`config.mk`:
```
export PLATFORM = sky130hd
export DESIGN_NAME = key_event_router
export DESIGN_NICKNAME = d
export VERILOG_FILES = /design/src/rtl/key_event_router.sv
export SDC_FILE = /design/constraint.sdc
export NUM_CORES = 1
export LEC_CHECK = 0
export ABC_AREA = 1
export BUFFER_PORTS_ARGS = -buffer_cell sky130_fd_sc_hd__buf_2
export CORE_ASPECT_RATIO = 2
export CORE_MARGIN = 5
export CORE_UTILIZATION = 62
export DETAILED_ROUTE_END_ITERATION = 7
export GPL_TIMING_DRIVEN = 1
export HOLD_SLACK_MARGIN = 0.05
export PLACE_DENSITY = 0.87
export SETUP_SLACK_MARGIN = 0.05
export SLEW_MARGIN = 5
export SYNTH_ARGS = -nofsm -noshare
export SYNTH_HDL_FRONTEND = slang
export SYNTH_SLANG_ARGS = --single-unit
```
`constraint.sdc`:
```
create_clock -name Clk -period 3.7 [get_ports Clk]
set_clock_uncertainty 0.2 [all_clocks]
set_input_delay 0.74 -clock Clk [delete_from_list [all_inputs] [get_ports Clk]]
set_output_delay 0.74 -clock Clk [all_outputs]
set_load 0.03 [all_outputs]
```
`src/rtl/key_event_router.sv`:
```
// key_event_router: accepts HID key events and turns them into per-player tank keycodes
// that are latched once per frame. Define KEY_FIRE_AUTOREPEAT_EN to enable fire auto-repeat.
`timescale 1ns/1ps

module key_player #(
    parameter logic [4:0][7:0] MAP = '0   // [0]=up [1]=down [2]=left [3]=right [4]=fire
) (
    input  logic       Clk,
    input  logic       Reset,
    input  logic       apply,
    input  logic [7:0] code,
    input  logic       make,
    input  logic       frame_edge,
    output logic [7:0] keycode
);
    logic [3:0] mask, hit, rest;
    logic [1:0] cur, hit_idx, rest_idx;
    logic       cur_v, fire_pending, fire_held, fire_hit;
`ifdef KEY_FIRE_AUTOREPEAT_EN
    logic [3:0] rpt_cnt;
`endif

    // rest/rest_idx: mask after dropping this key, and its highest-priority survivor
    always_comb begin
        hit      = '0;
        hit_idx  = '0;
        rest_idx = '0;
        for (int i = 0; i < 4; i++) begin
            hit[i] = (code == MAP[i]);
            if (hit[i]) hit_idx = 2'(i);
        end
        fire_hit = (code == MAP[4]);
        rest     = mask & ~hit;
        for (int i = 3; i >= 0; i--)
            if (rest[i]) rest_idx = 2'(i);
    end

    always_ff @(posedge Clk) begin
        if (Reset) begin
            mask         <= '0;
            cur          <= '0;
            cur_v        <= 1'b0;
            fire_pending <= 1'b0;
            fire_held    <= 1'b0;
            keycode      <= 8'h00;
`ifdef KEY_FIRE_AUTOREPEAT_EN
            rpt_cnt      <= '0;
`endif
        end else begin
            // Output is sampled from pre-event state; an event landing on the edge waits a frame
            if (frame_edge) begin
                if (fire_pending)  keycode <= MAP[4];
                else if (cur_v)    keycode <= MAP[{1'b0, cur}];
                else               keycode <= 8'h00;
                fire_pending <= 1'b0;
`ifdef KEY_FIRE_AUTOREPEAT_EN
                if (fire_held) begin
                    rpt_cnt <= rpt_cnt + 4'd1;
                    if (rpt_cnt == 4'hF) fire_pending <= 1'b1;
                end
`endif
            end
            if (apply) begin
                if (fire_hit) begin
                    fire_held <= make;
                    if (make) fire_pending <= 1'b1;
`ifdef KEY_FIRE_AUTOREPEAT_EN
                    if (!make) rpt_cnt <= '0;
`endif
                end else if (|hit) begin
                    if (make) begin
                        mask  <= mask | hit;
                        cur   <= hit_idx;
                        cur_v <= 1'b1;
                    end else if (|(mask & hit)) begin
                        mask <= rest;
                        if (cur_v && cur == hit_idx) begin
                            cur_v <= |rest;
                            cur   <= rest_idx;
                        end
                    end
                end
            end
        end
    end
endmodule

module key_event_router (
    input  logic       Clk,
    input  logic       Reset,
    input  logic       frame_clk,
    input  logic       ev_valid,
    output logic       ev_ready,
    input  logic [7:0] ev_code,
    input  logic       ev_make,
    output logic [7:0] keycode_p0,
    output logic [7:0] keycode_p1
);
    localparam int NUM_PLAYERS = 2;
    // Per player, fire..up from MSB to LSB; player 1 in the upper half
    localparam logic [NUM_PLAYERS-1:0][4:0][7:0] KEY_MAP =
        {8'h28, 8'h4F, 8'h50, 8'h51, 8'h52,
         8'h2C, 8'h07, 8'h04, 8'h16, 8'h1A};

    typedef enum logic {IDLE, UPDATE} state_t;
    state_t state, state_nxt;

    logic [1:0]                  frame_sync;
    logic                        frame_edge, apply, cap_make;
    logic [7:0]                  cap_code;
    logic [NUM_PLAYERS-1:0][7:0] keycode;

    assign frame_edge = frame_sync[0] & ~frame_sync[1];
    assign apply      = (state == UPDATE);
    assign keycode_p0 = keycode[0];
    assign keycode_p1 = keycode[1];

    always_ff @(posedge Clk) begin
        if (Reset) frame_sync <= '0;
        else       frame_sync <= {frame_sync[0], frame_clk};
    end

    always_ff @(posedge Clk) begin
        if (Reset) state <= IDLE;
        else       state <= state_nxt;
    end

    always_ff @(posedge Clk) begin
        if (ev_valid && ev_ready) begin
            cap_code <= ev_code;
            cap_make <= ev_make;
        end
    end

    always_comb begin
        state_nxt = state;
        ev_ready  = 1'b0;
        case (state)
            IDLE: begin
                ev_ready = !Reset;
                if (ev_valid && ev_ready) state_nxt = UPDATE;
            end
            UPDATE:  state_nxt = IDLE;
            default: state_nxt = IDLE;
        endcase
    end

    for (genvar p = 0; p < NUM_PLAYERS; p++) begin : g_player
        key_player #(.MAP(KEY_MAP[p])) u_player (
            .Clk        (Clk),
            .Reset      (Reset),
            .apply      (apply),
            .code       (cap_code),
            .make       (cap_make),
            .frame_edge (frame_edge),
            .keycode    (keycode[p])
        );
    end
endmodule

```
==> results of run 1 <==
==> metrics by stage <==
stage,cells,setup WS [ns],area (um2),hold WS [ns],power (mW)
after detailed placement,394,1.46,2460,0.229,0.558
after floorplan,327,1.21,2310,0.211,0.541
after global routing,402,1.41,2540,0.264,0.864
after CTS,402,1.46,2540,0.243,0.836
final,402,1.45,2540,0.241,0.830
after global placement,394,1.48,2460,0.215,0.557
==> cell usage after synthesis, drive strengths merged, types with 2 or more instances <==
cell     number  share of area
nand3b        2         0.0065
inv          41          0.067
dfxtp        32           0.28
clkbuf        2         0.0033
nor3          2         0.0043
nor3b         3         0.0098
nand2        84           0.16
o21ai        11          0.024
nor2         68           0.14
ha            2          0.011
nand3        22          0.054
edfxtp        9           0.12
a21oi        25          0.054
a2bb2oi       2         0.0076
nand4         9          0.024
buf           7          0.021
==> cell type report <==
class	count	area (um2)	area share
repair buffers	27	138	0.0542
flip-flops and latches	41	911	0.359
clock buffers	8	80.1	0.0316
inverters	41	154	0.0607
well taps	49	61.3	0.0242
multi-input cells	236	1190	0.470
==> per-layer routing <==
layer | vias to the layer above | global-route usage
met5 | - | 0
met1 | 944 | 0.237
met3 | 19 | 0.0372
met2 | 47 | 0.389
li1 | 1080 | -
met4 | 0 | 0.132
==> kinds of logic (layout without fill, tap and decap cells) <==
family / count (synthesis) / in the layout / share of synthesized area
AND/OR/NAND/NOR: 192 / 192 / 0.413
buffers and inverters: 50 / 76 / 0.0911
flip-flops: 41 / 41 / 0.395
AO/OA/AOI/OAI: 39 / 39 / 0.0889
adder cells (fa/ha/maj): 2 / 2 / 0.0108
other: 1 / 3 / 0.00163
==> worst paths after layout <==
| path | end | slack [ns] | cells after the start | start |
|---|---|---|---|---|
| max reg2reg | g_player[1].u_player.cur_v | 1.69 | 12 | cap_code[4] |
| min reg2reg | frame_sync[1] | 0.24 | 2 | frame_sync[0] |
| max | ev_ready | 1.45 | 3 | Reset |
| min | frame_sync[1] | 0.24 | 2 | frame_sync[0] |
==> worst max-delay path, cell delays in order <==
cell,delay (ns)
buf_2,0.31
nor2_1,0.07
buf_2,0.18
==> power by group <==
| group | leakage (nW) | total (mW) | switching (mW) | internal (mW) |
|---|---|---|---|---|
| logic | 0.853 | 0.0743 | 0.0544 | 0.0199 |
| registers | 0.343 | 0.474 | 0.00750 | 0.467 |
| clock network | 0.0395 | 0.282 | 0.148 | 0.134 |
| total | 1.24 | 0.830 | 0.210 | 0.621 |
==> impl_metrics.ini, run 1 <==
[outcome]
status = complete, no violations

[floorplanning]
initial_core_util = 0.640
die_area_um2 = 5120
die_w_um = 53.1
io_pins = 30
core_area_um2 = 3610
rows = 31
die_h_um = 96.3

[route]
met3_wirelength_um = 158
drt_iter0_drc = 46
drcViolationCount = 0
met2_length_um = 2590
drt_wl_total_um = 4840
vias = 2090
ant_nets = 0
first_pass_iters = 4
top_layer = met4
vias_per_cell = 5.20
m1WireLength_um = 1880
wl_per_cell_um = 12.0

[finish]
area_growth_pct = 9.98
final_cell_mix = nand2_1, nor2_1, inv_1, dfxtp_1, buf_2
drive_above_1_share = 0.187
final_common_cell = nand2_1
final_util = 0.703
fin_nets = 367
fillers = 306
n_antenna_cell = 0

[global_routing]
grt_pass1_vias = 2024
gr-usage-all-layers = 0.221
grt_max_degree = 21
grt_antenna_before_repair = 0
grt_overflow = 0
grt_pass1_wl_um = 8400

[sta]
hold_violations = 0
rsz0062_at_grt = false
fin_tns_setup_ns = 0
setup_viol = 0
slew_violations = 0
period_minus_slack_ns = 2.25
period_share = 0.607
fmax_mhz = 445

[logic_synthesis]
synth-main-ff-cell = dfxtp_1
synth_edf_count = 9
synthCells = 325
synth_cell_type_count = 29
yosys_warnings = 0
syn_avg_cell_area_um2 = 7.10
ys_ff_latch = 41
yosysSeqAreaShare = 0.395
synth_area_um2 = 2310
async_flop_share = 0

[hold_path]
hp-class = reg -> reg

[run]
cap_violations = 0

[clock_tree]
cts_repair_resize_count = 0
cts_tree = done
clk_latency_ns = 0.30
clkSlewWorstSetupHoldPaths_ns = 0.07
cts_root_buffer = clkbuf_8
htree_num_levels = 2
cts_setup_buffers = 0
cts_buffers = 5
cts.sinks = 41
cts.path.max_buffers = 2
cts_hold_buf = 0

[power]
p_per_area_nw_per_um2 = 327
max-vdd-ir-drop_v = 0.000433
power_leakage_nw = 1.24

[setup_path]
crit_type = in -> out
cp_max_fo = 20
cp-end-kind = output port
required_ns = 2.76
cp.arrival_ns = 1.31
start_kind = input port

[placed_design]
gp_congestion = 0.864
dp.final_hpwl_um = 3730
numPortBuffers = 26
Power figures use the tool's default switching activity.
==> run 2: changes to the inputs <==
CORE_UTILIZATION = 52   (was 62)
PLACE_DENSITY = 0.78   (was 0.87)
clock period = 1.89 ns   (was 3.7 ns; I/O delays follow)
==> run 2 against run 1 <==
  * The run now ends with setup timing left
  * Global-route usage shrank 2.4 points
  * First-iteration DRC count shrank 35%
  * Wire length grew 17%
  * Power grew 100%
  * Via count grew 5.8%
  * Worst hold slack lost 0.19 ns
  * Critical endpoint is now g_player[0].u_player.cur[1]
  * Highest routed layer unchanged
==> impl_metrics.ini, run 2 (same netlist as run 1, synthesis figures left out) <==
[outcome]
status = complete, but fails checks
violations = setup timing

[route]
vias_per_cell = 5.19
first_pass_iters = 4
vias = 2212
drcViolationCount = 0
drt_iter0_drc = 30
wl_per_cell_um = 13.3
drt_wl_total_um = 5680
ant_nets = 0

[clock_tree]
cts_buffers = 5
clkSlewWorstSetupHoldPaths_ns = 0.08
clk_latency_ns = 0.30
htree_num_levels = 2
cts.path.max_buffers = 2
cts_root_buffer = clkbuf_8
cts_tree = done
cts.sinks = 41

[global_routing]
grt_pass1_wl_um = 9510
gr-usage-all-layers = 0.197
grt_antenna_before_repair = 0
grt_max_degree = 16
grt_pass1_vias = 2239
grt_overflow = 0

[run]
cap_violations = 0

[finish]
drive_above_1_share = 0.309
area_growth_pct = 21.1
final_cell_mix = nand2_1, nor2_1, inv_1, dfxtp_1, buf_2
final_common_cell = nand2_1
final_util = 0.644
n_antenna_cell = 0
fin_nets = 386
final-instance-count-excl-fill = 426
fillers = 401

[setup_path]
crit_family = simple AND/OR/NAND/NOR gates
crit_type = reg -> reg
path_buf_inv = 2
cp_max_fo = 6
start_kind = register
required_ns = 1.89
cp_cell_sequence = inv_2 > nand2_2 > buf_6 > nor2_2 > nand3_1 > nand2_1 > nor2_2 > nand2_4 > nand2_4 > nor2_8 > nand3_1 > nand2_1 > nor2_1
cp_slowest_cell = edfxtp_1
cp-end-kind = register
worst_path_largest_cell_delay_ns = 0.42
cp.arrival_ns = 1.90

[placed_design]
dp.final_hpwl_um = 4180
numPortBuffers = 26
gp_congestion = 0.936
placed_cells = 410

[floorplanning]
io_pins = 30
die_h_um = 104
die_w_um = 57.1
rows = 34
core_area_um2 = 4340
die_area_um2 = 5950
initial_core_util = 0.532

[sta]
period_minus_slack_ns = 1.90
period_share = 1.01
fmax_mhz = 526
hold_violations = 0
slew_violations = 0
rsz0062_at_grt = true
setup_viol = 2
setup_ws_ns = -0.0106

[power]
max-vdd-ir-drop_v = 0.000650
power_leakage_nw = 1.35
p_per_area_nw_per_um2 = 600
finalPower_mw = 1.68

[hold_path]
hp-class = in -> reg
run 2: layout make-up:
type	instances	area (um2)	area share
multi-input combinational	236	1290	0.463
sequential	41	911	0.326
timing repair buffer	46	287	0.103
inverter	41	154	0.0551
clock buffer	6	72.6	0.0260
tap	54	67.6	0.0242
clock inverter	2	10.0	0.00358
run 2: metrics by stage:
stage | hold WS [ns] | instance area [um2] | TNS [ns] | setup slack, ns
after floorplan | 0.211 | 2320 | 0 | 0.113
after global placement | 0.215 | 2550 | -0.0785 | -0.0323
after detailed placement | 0.233 | 2550 | -0.0986 | -0.0328
after CTS | 0.0511 | 2740 | 0 | 0.000599
after global routing | 0.0533 | 2800 | -1.29 | -0.141
final | 0.0521 | 2800 | -0.0159 | -0.0106
run 2: layer usage:
metal | vias to the layer above | GRT usage | wire [um]
li1 | 1120 | - | -
met1 | 1028 | 0.197 | 2150
met2 | 49 | 0.376 | 3200
met3 | 15 | 0.0224 | 159
met4 | 0 | 0.0995 | 172
met5 | - | 0 | 0
run 2: power breakdown:
group | switching, mW | internal [mW]
Sequential | 0.0131 | 0.913
Clock | 0.309 | 0.256
Combinational | 0.126 | 0.0600
Total | 0.448 | 1.23
run 2: timing repair:
action,4_1_cts,5_1_grt
endpoints found under the hold margin,1,0
endpoints found under the setup margin,8,14
gates resized for setup,18,16
hold buffers,1,0
setup buffers,5,2
pin swaps,4,4
run 2: path summary, 6_finish.rpt:
| kind | startpoint | endpoint | slack (ns) | cells after the start |
|---|---|---|---|---|
| worst max-delay path | cap_code[5] | g_player[0].u_player.cur[1] | -0.01 | 13 |
| worst min-delay path | ev_code[3] | cap_code[3] | 0.05 | 1 |
| worst max register to register | cap_code[5] | g_player[0].u_player.cur[1] | -0.01 | 13 |
| worst min register to register | frame_sync[0] | frame_sync[1] | 0.24 | 2 |
==> run 3: changes to the inputs <==
BUFFER_PORTS_ARGS = unset   (was -buffer_cell sky130_fd_sc_hd__buf_2)
CORE_UTILIZATION = 57   (was 52)
DONT_BUFFER_PORTS = 1   (was unset)
PLACE_DENSITY = 0.77   (was 0.78)
==> run 3 against run 2 <==
  * The flow finishes with violations (hold timing, setup timing)
  * Cell count down 5.4%
  * Global-route usage up 2.0 points
  * Flip-flop and latch count unchanged
  * Sequential share of layout area up 0.47 points
  * Die area down 7.6%
  * Register-to-register slack about the same
  * Critical path depth down 1
  * Worst hold slack worse by 0.12 ns
  * Critical path type unchanged
==> impl_metrics.ini, run 3 (same netlist as run 1, synthesis figures left out) <==
[finish]
drive_above_1_share = 0.224
final_area_um2 = 2760
n_antenna_cell = 0
area_growth_pct = 19.4
fin_nets = 366
multi_input_area_um2 = 1290
final_common_cell = nand2_1
final_cell_mix = nand2_1, nor2_1, inv_1, dfxtp_1, a21oi_1
fillers = 311
seq_area_um2 = 911
final_util = 0.709

[power]
finalPower_mw = 1.77
seqPwrFrac = 0.532
p_per_area_nw_per_um2 = 642
max-vdd-ir-drop_v = 0.000565
swShare = 0.238
comb_power_share = 0.089
p_sw_mw = 0.421
clockPowerShare = 0.379
internal_power_mw = 1.35
power_leakage_nw = 1.28

[setup_path]
r2r_slack_ns = -0.02
reg2reg_depth = 12
worstReg2RegStart = cap_code[3]
rr_endpoint = g_player[0].u_player.cur[1]
cp_cell_sequence = inv_2 > nand2_4 > nor2_4 > nand2_2 > nand3_2 > nand2_1 > nor2_1 > nand2_1 > nand2_4 > nand3_1 > nand2_1 > nor2_1
cp_max_fo = 6
cp-end-kind = register
path_common_cell = nand2_1
worst_path_largest_cell_delay_ns = 0.46
required_ns = 1.89
crit_type = reg -> reg
cp.arrival_ns = 1.91
cp-endpoint = g_player[0].u_player.cur[1]
start_kind = register
cp-startpoint = cap_code[3]
cp_slowest_cell = edfxtp_1

[global_routing]
grt_overflow = 0
grt_antenna_before_repair = 0
grt_pass1_wl_um = 8910
grt_max_degree = 21
grt_pass1_vias = 2064
gr-usage-all-layers = 0.217

[clock_tree]
cts_hold_buf = 13
clk_latency_ns = 0.30
cts_tree = done
cts.sinks = 41
cts.path.max_buffers = 2
htree_num_levels = 2
cts_root_buffer = clkbuf_8
cts_buffers = 5
clkSlewWorstSetupHoldPaths_ns = 0.08

[outcome]
violations = hold timing, setup timing
status = complete, but fails checks

[route]
wl_per_cell_um = 13.6
vias = 2164
met3_wirelength_um = 231
vias_per_cell = 5.37
drcViolationCount = 0
drt_iter0_drc = 87
met2_length_um = 3000
ant_nets = 0
top_layer = met4
first_pass_iters = 4
m1WireLength_um = 2040
drt_wl_total_um = 5480

[sta]
hold_violations = 13
setup_viol = 4
max_slew.worst_pin.slew_ns = 0.556
period_share = 1.01
period_minus_slack_ns = 1.91
fmax_mhz = 524
holdWs_ns = -0.0698
slew_violations = 0
setup_ws_ns = -0.0181
rsz0062_at_grt = true
slew_headroom = 0.628

[placed_design]
placed_cell_area_um2 = 2390
dp_worst_setup_slack_ns = -0.0236
dp.final_hpwl_um = 3930
gp_congestion = 0.905
numPortBuffers = 0

[floorplanning]
die_area_um2 = 5500
rows = 32
io_pins = 30
initial_core_util = 0.594
core_area_um2 = 3880
die_h_um = 100
die_w_um = 55.0

[run]
cap_violations = 0

[hold_path]
hp-class = in -> reg
-- run 3: changes by cell type in the layout (fill, tap and decap cells not counted), moves of 2 or more --
cell / delta
buf_2: -26
buf_4: -5
clkinv_2: -2
dlygate4sd3_1: +12
nand2_2: -3
nand2_4: +2
nor2_1: +3
nor2_2: -2
-- run 3: routing by layer --
layer  vias up  track usage
li1       1081            -
met1      1010        0.221
met2        56        0.382
met3        17       0.0490
met4         0        0.116
met5         -            0
-- run 3: worst min-delay path by stage --
stage	from	to	slack, ns	cells after the start
6_report	Reset	register	-0.07	1
5_1_grt	Reset	register	-0.07	1
4_1_cts	Reset	g_player[1].u_player.keycode[2]	-0.06	1
3_5_place_dp	frame_sync[0]	frame_sync[1]	0.22	2
3_3_place_gp	frame_sync[0]	frame_sync[1]	0.22	2
2_1_floorplan	frame_sync[0]	frame_sync[1]	0.21	2
-- run 3: repair_timing --
item	in CTS	in global routing
endpoints found under the hold margin	26	13
pin swaps	2	4
setup endpoints to repair	8	15
resized for setup	11	20
setup buffers	1	3
cloned	0	0
-- run 3: through the flow --
step                      TNS [ns]  std cells  hold WS, ns
final                      -0.0567        403      -0.0698
after global routing         -1.33        403      -0.0711
after CTS                        0        400      -0.0621
after detailed placement    -0.115        378        0.223
after global placement     -0.0478        378        0.222
after floorplan                  0        327        0.211
-- run 3: area by class of cell --
class	count	area share
repair buffers	26	0.0827
inverters	41	0.0559
well taps	51	0.0232
flip-flops and latches	41	0.331
multi-input cells	236	0.467
clock buffers	8	0.0404
-- run 3: power by group through the flow --
stage / clock network [mW] / logic (mW) / registers (mW)
floorplan: 0 / 0.103 / 0.956
detailed placement: 0 / 0.120 / 0.960
global route: 0.735 / 0.172 / 0.943
finish: 0.671 / 0.157 / 0.941
global placement: 0 / 0.119 / 0.960
CTS: 0.690 / 0.148 / 0.940
-- run 3: critical path, delay by kind of cell, from the launching register on --
family / cells / cell delay [ns]
simple gates: 11 / 1.03
flops: 1 / 0.46
buf+inv: 1 / 0.12
